### src/rtl/approx_add_arbiter_pkg.sv
// Shared definitions for the approximate-adder arbiter: default geometry and FSM state encoding.
package approx_add_arbiter_pkg;

    localparam int DEF_DW      = 20;
    localparam int DEF_PORTION = 4;
    localparam int DEF_NREQ    = 4;

    typedef enum logic {
        ST_EMPTY = 1'b0,
        ST_FULL  = 1'b1
    } state_e;

endpackage

### src/rtl/approx_add_arbiter_adder.sv
// Approximate adder: OR-combined low field, exact upper add seeded by the top bit pair of the low field.
module approx_adder_4th
    import approx_add_arbiter_pkg::*;
#(
    parameter int DW      = DEF_DW,
    parameter int PORTION = DEF_PORTION
) (
    input  logic [DW-1:0] a,
    input  logic [DW-1:0] b,
    output logic [DW-1:0] sum
);

    localparam int L = DW / PORTION;

    logic            carry_in_s;
    logic [DW-L-1:0] hi_sum_s;
    logic [L-1:0]    lo_sum_s;

    // Upper field wraps naturally at its own width, which drops the carry-out.
    always_comb begin
        carry_in_s = a[L-1] & b[L-1];
        lo_sum_s   = a[L-1:0] | b[L-1:0];
        hi_sum_s   = a[DW-1:L] + b[DW-1:L] + {{(DW-L-1){1'b0}}, carry_in_s};
    end

    assign sum = {hi_sum_s, lo_sum_s};

endmodule

### src/rtl/approx_add_arbiter.sv
// Round-robin arbiter time-sharing one approximate adder; a single result slot with full throughput.
module approx_add_arbiter
    import approx_add_arbiter_pkg::*;
#(
    parameter  int DW      = DEF_DW,
    parameter  int PORTION = DEF_PORTION,
    parameter  int NREQ    = DEF_NREQ,
    localparam int IDW     = $clog2(NREQ)
) (
    input  logic               clk,
    input  logic               rst_n,
    input  logic [NREQ-1:0]    req_valid,
    output logic [NREQ-1:0]    req_ready,
    input  logic [NREQ*DW-1:0] req_a,
    input  logic [NREQ*DW-1:0] req_b,
    output logic               rsp_valid,
    input  logic               rsp_ready,
    output logic [IDW-1:0]     rsp_id,
    output logic [DW-1:0]      rsp_sum,
    output logic [15:0]        op_cnt
);

    state_e          state_r;
    logic            rsp_valid_r;
    logic [DW-1:0]   rsp_sum_r;
    logic [IDW-1:0]  rsp_id_r;
    logic [IDW-1:0]  rr_ptr_r;
    logic [15:0]     op_cnt_r;

    logic            hi_found_s;
    logic            lo_found_s;
    logic [IDW-1:0]  hi_idx_s;
    logic [IDW-1:0]  lo_idx_s;
    logic            found_s;
    logic [IDW-1:0]  grant_s;
    logic [IDW-1:0]  next_ptr_s;
    logic            slot_free_s;
    logic            take_s;
    logic [DW-1:0]   op_a_s;
    logic [DW-1:0]   op_b_s;
    logic [DW-1:0]   sum_s;

    // Round-robin pick: lowest valid index at/after rr_ptr, else lowest valid index overall (wrap).
    always_comb begin
        hi_found_s = 1'b0;
        lo_found_s = 1'b0;
        hi_idx_s   = '0;
        lo_idx_s   = '0;
        for (int i = NREQ - 1; i >= 0; i--) begin
            if (req_valid[i]) begin
                lo_found_s = 1'b1;
                lo_idx_s   = IDW'(i);
                if (IDW'(i) >= rr_ptr_r) begin
                    hi_found_s = 1'b1;
                    hi_idx_s   = IDW'(i);
                end else begin
                    hi_found_s = hi_found_s;
                end
            end else begin
                lo_found_s = lo_found_s;
            end
        end
        found_s = lo_found_s;
        grant_s = hi_found_s ? hi_idx_s : lo_idx_s;
    end

    // The slot can accept when empty or when its current result leaves this cycle; never during reset.
    always_comb begin
        slot_free_s = rst_n & ((state_r == ST_EMPTY) | ((state_r == ST_FULL) & rsp_ready));
        take_s      = slot_free_s & found_s;
        next_ptr_s  = (grant_s == IDW'(NREQ - 1)) ? '0 : grant_s + IDW'(1);
    end

    // One-hot accept for the granted requester.
    always_comb begin
        req_ready = '0;
        if (take_s) begin
            req_ready[grant_s] = 1'b1;
        end else begin
            req_ready = '0;
        end
    end

    // Grant-indexed operand mux feeding the shared adder.
    always_comb begin
        op_a_s = '0;
        op_b_s = '0;
        for (int i = 0; i < NREQ; i++) begin
            if (grant_s == IDW'(i)) begin
                op_a_s = req_a[i*DW +: DW];
                op_b_s = req_b[i*DW +: DW];
            end else begin
                op_a_s = op_a_s;
                op_b_s = op_b_s;
            end
        end
    end

    approx_adder_4th #(
        .DW      (DW),
        .PORTION (PORTION)
    ) u_adder (
        .a   (op_a_s),
        .b   (op_b_s),
        .sum (sum_s)
    );

    // Result-slot FSM; a new grant while FULL overwrites the departing result in place.
    always_ff @(posedge clk or negedge rst_n) begin
        if (!rst_n) begin
            state_r     <= ST_EMPTY;
            rsp_valid_r <= 1'b0;
            rsp_sum_r   <= '0;
            rsp_id_r    <= '0;
            rr_ptr_r    <= '0;
        end else begin
            case (state_r)
                ST_EMPTY: begin
                    if (take_s) begin
                        state_r     <= ST_FULL;
                        rsp_valid_r <= 1'b1;
                        rsp_sum_r   <= sum_s;
                        rsp_id_r    <= grant_s;
                        rr_ptr_r    <= next_ptr_s;
                    end else begin
                        state_r     <= ST_EMPTY;
                        rsp_valid_r <= 1'b0;
                    end
                end
                ST_FULL: begin
                    if (take_s) begin
                        state_r     <= ST_FULL;
                        rsp_valid_r <= 1'b1;
                        rsp_sum_r   <= sum_s;
                        rsp_id_r    <= grant_s;
                        rr_ptr_r    <= next_ptr_s;
                    end else if (rsp_ready) begin
                        state_r     <= ST_EMPTY;
                        rsp_valid_r <= 1'b0;
                    end else begin
                        state_r     <= ST_FULL;
                        rsp_valid_r <= 1'b1;
                    end
                end
                default: begin
                    state_r     <= ST_EMPTY;
                    rsp_valid_r <= 1'b0;
                end
            endcase
        end
    end

    // Completed-transfer counter, wrapping at 16 bits.
    always_ff @(posedge clk or negedge rst_n) begin
        if (!rst_n) begin
            op_cnt_r <= 16'd0;
        end else if (rsp_valid_r & rsp_ready) begin
            op_cnt_r <= op_cnt_r + 16'd1;
        end else begin
            op_cnt_r <= op_cnt_r;
        end
    end

    assign rsp_valid = rsp_valid_r;
    assign rsp_sum   = rsp_sum_r;
    assign rsp_id    = rsp_id_r;
    assign op_cnt    = op_cnt_r;

endmodule
### config.mk
export PLATFORM = sky130hd
export DESIGN_NAME = approx_add_arbiter
export DESIGN_NICKNAME = d
export VERILOG_FILES = /design/src/rtl/approx_add_arbiter_pkg.sv /design/src/rtl/approx_add_arbiter_adder.sv /design/src/rtl/approx_add_arbiter.sv
export SDC_FILE = /design/constraint.sdc
export NUM_CORES = 1
export LEC_CHECK = 0
export CORE_ASPECT_RATIO = 0.8
export CORE_UTILIZATION = 40
export CTS_BUF_LIST = sky130_fd_sc_hd__clkbuf_4
export DETAILED_ROUTE_END_ITERATION = 6
export PLACE_DENSITY = 0.85
export SETUP_SLACK_MARGIN = 0.2
export SYNTH_ARGS = -nofsm -noshare
export SYNTH_HDL_FRONTEND = slang
export SYNTH_SLANG_ARGS = --single-unit
### constraint.sdc
create_clock -name clk -period 11.4 [get_ports clk]
set_input_delay 1.14 -clock clk [delete_from_list [all_inputs] [get_ports clk]]
set_output_delay 1.14 -clock clk [all_outputs]
set_load 0.03 [all_outputs]
# == Word level (Yosys, flattened, before mapping) ==
# Cells that the tools add are included.
# op_classes
n_reduce_logical,2
eq_ne,3
add_sub_neg,4
n_bitwise,7
order_cmp,6
mux,44
# op_table
op,n
two-way mux 20 bit,9
two-way mux 2 bit,16
"adder 16 x 1 -> 16 bit, second input constant",1
two-way mux 1 bit,16
adder 15 x 1 -> 15 bit,1
adder 15 bit,1
bitwise OR 5 bit,1
AND 1 bit,4
"equality test 2 bit, second input constant",2
"greater-or-equal comparator 1 x 2 -> 1 bit, first input constant",2
"greater-or-equal comparator 2 bit, first input constant",2
two-way mux 4 bit,1
"less-than comparator 2 x 3 -> 1 bit, second input constant",1
"adder 2 x 1 -> 2 bit, second input constant",1
demux 1 bit (select 2 bit),1
"equality test 2 x 1 -> 1 bit, second input constant",1
"greater-or-equal comparator 2 x 1 -> 1 bit, second input constant",1
logical NOT 2 bit,1
case mux 1 bit (2 select lines),1
logical AND 1 bit,1
NOT 1 bit,1
bitwise OR 1 bit,1
# word_totals
output_inout_bits,43
wordCells,71
regBits,41

# == Longest topological paths before layout ==
# Gate-level depths: netlist of the first run.
# depth
word_depth,18
mapped_depth,22

# == Cells and area by module ==
# Synthesis of the first run repeated with hierarchy kept, for this count alone.
# hier_totals
cells_unflattened,442
hier_area_um2,3658.5
# by_module_without_submodules
mod,seq_area_each_um2,n_inst,cells_each,area_each_um2
approx_add_arbiter,1026.0,1,330,2875.3
approx_adder_4th,0.0,1,112,783.3

# == Worst setup path after synthesis of the first run ==
# OpenSTA, ideal clock, no wires.
# synth_path
path_kind,input-to-reg
startpoint,input req_valid[3]
endpoint,register rsp_sum_r[13] (netlist: rsp_sum[13])
t_arrival_ns,4.647
stages,21
setup_time_ns,0.095
required_time_ns,11.305
slack_ns,6.658
n_path_buf,2
path_cell_list,nor2b_1 o21bai_1 a221oi_1 inv_1 ha_1 buf_2 nor2b_1 buf_2 a221o_1 o21ai_1 nor2_1 a21oi_1 fa_1 inv_1 fa_1 a21oi_1 nand4b_1 a21boi_2 o21a_1 o21a_1 o31ai_1
# synth_via
elab_chain_len,16
elab_cells_between_ends,40
cone_classes,2 x add/sub; 3 x eq/ne; 32 x mux; 2 x bitwise; 1 x reduce/logical
# synth_lines
element,line,rtl
"start, declared",approx_add_arbiter.sv:12,"input logic [NREQ-1:0] req_valid,"
two-way mux 2 bit / two-way mux 1 bit (equally long branches),approx_add_arbiter.sv:50,if (req_valid[i]) begin
two-way mux 2 bit / two-way mux 1 bit (equally long branches),approx_add_arbiter.sv:53,if (IDW'(i) >= rr_ptr_r) begin
two-way mux 2 bit / two-way mux 1 bit (equally long branches),approx_add_arbiter.sv:50,
two-way mux 2 bit / two-way mux 1 bit (equally long branches),approx_add_arbiter.sv:53,
two-way mux 2 bit / two-way mux 1 bit (equally long branches),approx_add_arbiter.sv:50,
two-way mux 2 bit / two-way mux 1 bit (equally long branches),approx_add_arbiter.sv:53,
two-way mux 2 bit / two-way mux 1 bit (equally long branches),approx_add_arbiter.sv:50,
two-way mux 2 bit *,approx_add_arbiter.sv:64,grant_s = hi_found_s ? hi_idx_s : lo_idx_s;
net grant_s[0],approx_add_arbiter.sv:35,logic [IDW-1:0] grant_s;
logical NOT 2 bit,approx_add_arbiter.sv:89,if (grant_s == IDW'(i)) begin
two-way mux 20 bit (4 in series),approx_add_arbiter.sv:89,
adder 15 bit / AND 1 bit (equally long branches),"approx_add_arbiter_adder.sv:23, approx_add_arbiter_adder.sv:21",
adder 15 x 1 -> 15 bit *,approx_add_arbiter_adder.sv:23,"hi_sum_s = a[DW-1:L] + b[DW-1:L] + {{(DW-L-1){1'b0}}, carry_in_s};"
two-way mux 20 bit *,"approx_add_arbiter.sv:119, approx_add_arbiter.sv:131",
"end signal, assigned",approx_add_arbiter.sv:122,rsp_sum_r <= sum_s;
"end signal, assigned",approx_add_arbiter.sv:134,rsp_sum_r <= sum_s;
"end, declared",approx_add_arbiter.sv:25,logic [DW-1:0] rsp_sum_r;
# The timed path passes the listed nets; every way through them passes the cells marked *. The select of a mux whose other input is x is not followed.
# A chain may end at the register's enable or synchronous reset.

# == Final worst setup path of the first run ==
# Ends and elaborated chain as after synthesis.

==> results of run 1 <==
-- final cells by class --
| type | count | share of cell area [%] |
|---|---|---|
| Clock buffer | 6 | 0.782 |
| Timing Repair Buffer | 214 | 36.9 |
| Tap cell | 112 | 2.43 |
| Sequential cell | 41 | 17.8 |
| Multi-Input combinational cell | 388 | 41.2 |
| Inverter | 10 | 0.652 |
| Clock inverter | 2 | 0.174 |
| Antenna cell | 1 | 0.0435 |
-- power by group through the flow --
stage | combinational [W] | clock (W) | sequential (W)
final | 0.000888 | 0.0000735 | 0.000236
after global routing | 0.000966 | 0.0000812 | 0.000241
after CTS | 0.000888 | 0.0000753 | 0.000236
after detailed placement | 0.000884 | 0 | 0.000239
after global placement | 0.000863 | 0 | 0.000235
after floorplan | 0.000510 | 0 | 0.000323
-- worst max-delay path by stage --
stage,startpoint,endpoint,slack [ps],cells past startpoint
after floorplan,req_valid[3],rsp_sum[13],6660,21
after global placement,req_valid[3],rsp_sum[13],5370,20
after detailed placement,req_valid[3],rsp_sum[13],5160,20
after CTS,req_valid[3],rsp_sum[13],5510,20
after global routing,req_valid[3],rsp_sum[13],5010,20
final,req_valid[3],rsp_sum[13],5510,20
-- routing by layer --
layer	up-vias	track usage, %	routed length (um)
met1	1952	34.6	5360
met5	-	0	0
li1	2054	-	-
met2	162	47.0	6570
met4	0	5.35	265
met3	20	6.69	897
-- placed cells by master, fill, tap and decap left out, types with 2 or more instances in the layout --
cell type        instances
clkdlybuf4s50_1        208
nand2_1                 87
o21ai_1                 50
nor2_1                  43
dfrtp_1                 41
a21oi_1                 32
o21ai_0                 27
a221o_1                 17
xnor2_1                 17
ha_1                    16
xor2_1                  12
nand3_1                 10
inv_1                    9
o31ai_1                  9
a221oi_1                 6
and3_1                   6
o21a_1                   6
clkbuf_4                 6
a21o_1                   5
buf_4                    5
nor2b_1                  4
nor3_1                   4
o211ai_1                 4
a31oi_1                  3
or2_1                    2
nand2b_1                 2
and2_1                   2
a21oi_2                  2
fa_1                     2
ha_2                     2
clkinv_2                 2
-- kinds of logic (layout without fill, tap and decap cells) --
group,count (synthesis),in the layout,share of synthesized area [%]
other,0,1,0
buffers and inverters,42,232,4.91
XOR/XNOR,29,29,7.12
multiplexers,2,2,0.596
flip-flops,41,41,28.8
AO/OA/AOI/OAI,172,172,31.7
adder cells (fa/ha/maj),20,20,7.43
AND/OR/NAND/NOR,165,165,19.5
-- through the flow --
stage,std cells,cell area [um2]
final,774,5760
after global routing,774,5760
after CTS,773,5760
after detailed placement,765,5700
after global placement,765,5700
after floorplan,471,3570
-- sequential cells by signal (all words and copies together) (netlist names) --
name       cells
rsp_sum       20
op_cnt        16
rr_ptr_r       2
rsp_id         2
rsp_valid      1
-- worst max-delay path: cells and delay by family --
family / cells / cell delay (ps)
adders and majority gates: 3 / 1570
AOI/OAI and AO/OA: 10 / 2200
and+or+nand+nor: 4 / 400
buffers and inverters: 3 / 830
==> summary.md, run 1 <==
| Metric | Value |
|---|---|
| Status | finished, final reports clean |
| Detailed Place HPWL | 10700 um |
| Final Max Slew Viols | 0 |
| Avg WL per Cell | 16.9 um |
| Worst clock skew | 12.2 ps |
| Async SR Flop Fraction | 100% |
| Data required, critical path | 11660 ps |
| Comb pwr share | 74.2% |
| Synth top area cells | dfrtp_1, nand2_1, o21ai_1, ha_1, a221o_1 |
| Overall via count from detail_route | 4188 |
| H-tree depth | 2 |
| Detail-routed via count per cell | 5.41 |
| Mapped Cells | 471 |
| Worst R2R End | rsp_sum[13] |
| Layout area overhead | 61.4% |
| Crit path max fanout | 53 |
| Share of the clock period used by the worst path | 51.6% |
| Post-synth top flop | dfrtp_1 |
| Final antenna-violating net count | 0 |
| FMAX | 170 MHz |
| Clock share of power | 6.1% |
| Cell Int Power | 0.000608 W |
| RR Startpoint | rr_ptr_r[1] |
| Share of layout cells above drive strength 1 | 4.24% |
| CP Capture Type | flop |
| Distinct cells, synth | 49 |
| Net Sw Frac | 49.2% |
| Worst-Margin Slew | 951 ps |
| Fin util | 67.3% |
| Crit-path slowest cell | ha_2 |
| Clk sinks | 41 |
| Sw power | 0.000589 W |
| HP Class | flop to flop |
| Initial Util | 41.7% |
| Gr usage total | 27.2% |
| Routed WL | 13100 um |
| Final hold violations | 0 |
| Initial antenna violation count | 1 |
| Clock Latency Late Sink | 350 ps |
| # setup viols final | 0 |
| Die W | 108 um |
| Register area share after synthesis | 28.8% |
| Register area | 1030 um2 |
| Worst Path Arrival | 6140 ps |
| Max_cap viols | 0 |
| Fill cells | 743 |
| Top post-synthesis cells by count | nand2_1, o21ai_1, nor2_1, dfrtp_1, a21oi_1 |
| NumNets Final | 847 |
| Vias in the first global route | 4011 |
| Relative slew slack | 36.6% |
| Ports | 210 |
| Cts repair resizes | 0 |
| Hold path endpoint | op_cnt[15] |
| LEAKAGE | 2.38 nW |
| CTS Hold Buffers Added | 0 |
| Yosys top cell area share | 28.8% |
| Min cycle time layout | 5890 ps |
| Nature of the critical path startpoint | input pin |
| Peak supply drop | 147 uV |
| First-pass GRT wire length | 19600 um |
| Seq pwr share | 19.7% |
| # DRC | 0 |
| Synth Area per Inst | 7.58 um2 |
| Post-synth EDFFs | 0 |
| Final worst-path setup slack | 5510 ps |
| Root buf cell | clkbuf_4 |
| Post-Synthesis Cell Area | 3570 um2 |
| Power Total | 0.00120 W |
| Path depth of the worst reg2reg path | 19 |
| Maximum number of pins on one net before global-route repair | 72 |
| Hold_ws | 475 ps |
| Worst R2R Setup Slack | 6260 ps |
| Row cnt | 30 |
| Setup Buffers After CTS | 0 |
| Final Wtd Congestion | 0.901 |
| Drt pass-1 iters | 5 |
| HP Start | op_cnt[15] |
| Kind of critical path | input pin to flop |
| CTS tree | built |
| Clock slew at reported path FFs | 120 ps |
| Dpl ws | 5160 ps |
| Chip Height | 86.5 um |
| Placeable Area | 8560 um2 |
| Synth area leader | dfrtp_1 |
| Crit-path cells | clkdlybuf4s50_1, nor2b_1, o21bai_1, a221oi_1, ha_2, nor2b_1, buf_4, a221o_1, o21ai_1, nor2_1, a21oi_1, fa_1, inv_1, fa_1, a21oi_1, nand4b_1, a21boi_2, o21a_1, o21a_1, o31ai_1 |
| Hold path depth | 1 |
| PD cells | 208 nW/um2 |
| Most numerous cell in the Yosys netlist | nand2_1 |
| CTS Buffer Depth | 2 |
| Iter 0 DRT Violations | 225 |
| RSZ-0062 raised after global routing | false |
| Buffers on Ports | 209 |
| YS warnings | 0 |
| #FFs+latches synth | 41 |
| Setup TNS | 0 ps |
| CP max stage delay | 930 ps |
| Total grt overflow | 0 |
| Syn Nets | 658 |
| Area of the multi-input gates | 2370 um2 |
| CTS buffer count | 5 |
| Die area | 9310 um2 |
No activity file was read; power rests on OpenSTA's default activity.
==> run 2: changes to the inputs <==
--- a/config.mk
+++ b/config.mk
@@ -6,10 +6,10 @@
 export NUM_CORES = 1
 export LEC_CHECK = 0
 export CORE_ASPECT_RATIO = 0.8
-export CORE_UTILIZATION = 40
+export CORE_UTILIZATION = 36
 export CTS_BUF_LIST = sky130_fd_sc_hd__clkbuf_4
 export DETAILED_ROUTE_END_ITERATION = 6
-export PLACE_DENSITY = 0.85
+export PLACE_DENSITY = 0.8
 export SETUP_SLACK_MARGIN = 0.2
 export SYNTH_ARGS = -nofsm -noshare
 export SYNTH_HDL_FRONTEND = slang
==> constraint.sdc (replaced) <==
create_clock -name clk -period 5.22 [get_ports clk]
set_input_delay 0.522 -clock clk [delete_from_list [all_inputs] [get_ports clk]]
set_output_delay 0.522 -clock clk [all_outputs]
set_load 0.03 [all_outputs]
==> summary.md, run 2 (synthesis gave the netlist of run 1 again) <==
| Metric | Value |
|---|---|
| Die W | 113 um |
| Iter 0 DRT Violations | 273 |
| Row cnt | 32 |
| PD cells | 461 nW/um2 |
| Root buf cell | clkbuf_4 |
| Vias in the first global route | 3977 |
| Chip Height | 91.1 um |
| Gr usage total | 25.2% |
| Min cycle time layout | 4680 ps |
| Final antenna-violating net count | 0 |
| Final worst-path setup slack | 543 ps |
| Clock Latency Late Sink | 350 ps |
| Overall via count from detail_route | 4263 |
| Setup Buffers After CTS | 0 |
| # setup viols final | 0 |
| Share of layout cells above drive strength 1 | 4.96% |
| RSZ-0062 raised after global routing | false |
| CP Capture Type | flop |
| Crit path max fanout | 16 |
| Clock slew at reported path FFs | 140 ps |
| Cell Int Power | 0.00139 W |
| First-pass GRT wire length | 20300 um |
| Final Max Slew Viols | 0 |
| CP Depth | 20 |
| Data required, critical path | 5480 ps |
| Dpl ws | 182 ps |
| Crit-path cells | clkdlybuf4s50_1, nor2b_1, o21bai_1, a221oi_2, inv_1, ha_1, inv_2, nor2_1, nor3_1, a21oi_1, or2_1, fa_1, inv_1, fa_1, a21oi_1, nand4b_1, a21boi_2, o21a_1, nor3_1, o31ai_1 |
| Maximum number of pins on one net before global-route repair | 45 |
| Detail-routed via count per cell | 5.32 |
| Die area | 10300 um2 |
| Drt pass-1 iters | 5 |
| Worst setup endpoint | rsp_sum[13] |
| Initial Util | 37.0% |
| FMAX | 214 MHz |
| Avg WL per Cell | 16.5 um |
| Max_cap viols | 0 |
| HP Class | input pin to asynchronous set/reset pin |
| Layout area overhead | 63.9% |
| Final Wtd Congestion | 0.946 |
| Diode count | 0 |
| Setup TNS | 0 ps |
| CP bufs+invs | 4 |
| Net Sw Frac | 48.4% |
| Seq pwr share | 18.9% |
| CTS Buffer Depth | 2 |
| Hold_ws | 305 ps |
| Path depth of the worst reg2reg path | 19 |
| Comb pwr share | 73.2% |
| Worst R2R Setup Slack | 690 ps |
| Final hold violations | 0 |
| CTS tree | built |
| Detailed Place HPWL | 10800 um |
| Buffers on Ports | 209 |
| Most common cell after layout, fill and taps aside | clkdlybuf4s50_1 |
| CP max stage delay | 530 ps |
| NumNets Final | 851 |
| CTS buffer count | 5 |
| Peak supply drop | 230 uV |
| Nature of the critical path startpoint | input pin |
| Status | finished, final reports clean |
| Kind of critical path | input pin to flop |
| Worst-Margin Slew | 556 ps |
| Relative slew slack | 62.9% |
| Routed WL | 13200 um |
| Worst R2R End | rsp_sum[13] |
| Placeable Area | 9650 um2 |
| Clock share of power | 7.9% |
| Crit-path slowest cell | clkdlybuf4s50_1 |
| Clk sinks | 41 |
| Initial antenna violation count | 0 |
| Worst Path Arrival | 4940 ps |
| Commonest non-fill, non-tap cells in the layout | clkdlybuf4s50_1, nand2_1, o21ai_1 |
| M3 GR Usage | 5.07% |
| Total grt overflow | 0 |
| # DRC | 0 |
| Met2 usage | 42.0% |
| Ports | 210 |
| Sw power | 0.00130 W |
| RR Startpoint | rr_ptr_r[1] |
| Worst setup startpoint | req_valid[3] |
| GRT busiest layer | met2 |
| Share of the clock period used by the worst path | 89.6% |
| LEAKAGE | 2.41 nW |
| Met1 Usage GRT | 33.4% |
| Worst clock skew | 20.7 ps |
| Max reg flops | 20 |
| Crit path max-delay family | compound AO/OA/AOI/OAI gates |
| H-tree depth | 2 |
==> run 2: final cells by class <==
class	instances	area, um2
Clock buffer	6	45.0
Clock inverter	2	33.8
Fill cell	876	3800
Inverter	10	37.5
Multi-Input combinational cell	388	2380
Sequential cell	41	1030
Tap cell	136	170
Timing Repair Buffer	218	2150
==> run 2: worst min-delay path by stage <==
| stage | start | endpoint | slack, ps | depth (start not counted) |
|---|---|---|---|---|
| 4_1_cts | rst_n | op_cnt[13] | 310 | 2 |
| 3_3_place_gp | rsp_sum[3] | rsp_sum[3] | 460 | 2 |
| 2_1_floorplan | rst_n | op_cnt[0] | 230 | 0 |
| 5_1_grt | rst_n | op_cnt[14] | 330 | 2 |
| 3_5_place_dp | op_cnt[15] | op_cnt[15] | 470 | 1 |
| 6_report | rst_n | op_cnt[13] | 300 | 2 |
==> run 2: metal layers <==
layer	wire length, um	vias to the layer above
met5	0	-
met1	5610	1987
li1	-	2065
met2	6460	188
met3	881	23
met4	284	0
==> run 2: power by group through the flow <==
stage / sequential (W) / clock [W] / combinational (W)
floorplan: 0.000706 / 0 / 0.00111
global placement: 0.000511 / 0 / 0.00192
detailed placement: 0.000518 / 0 / 0.00195
CTS: 0.000511 / 0.000218 / 0.00196
global route: 0.000526 / 0.000229 / 0.00215
finish: 0.000510 / 0.000213 / 0.00197
==> run 2: repair_timing <==
action,4_1_cts,5_1_grt
setup endpoints to repair,0,3
hold buffers,0,0
resized for setup,0,2
==> run 2: stage by stage <==
stage / total power, W / utilization, % / instances / instance area (um2)
final: 0.00270 / 60.6 / 801 / 5850
after global routing: 0.00291 / 60.6 / 801 / 5850
after detailed placement: 0.00247 / 59.7 / 793 / 5760
after CTS: 0.00269 / 60.5 / 801 / 5840
after global placement: 0.00243 / 59.7 / 793 / 5760
after floorplan: 0.00182 / - / 471 / 3570
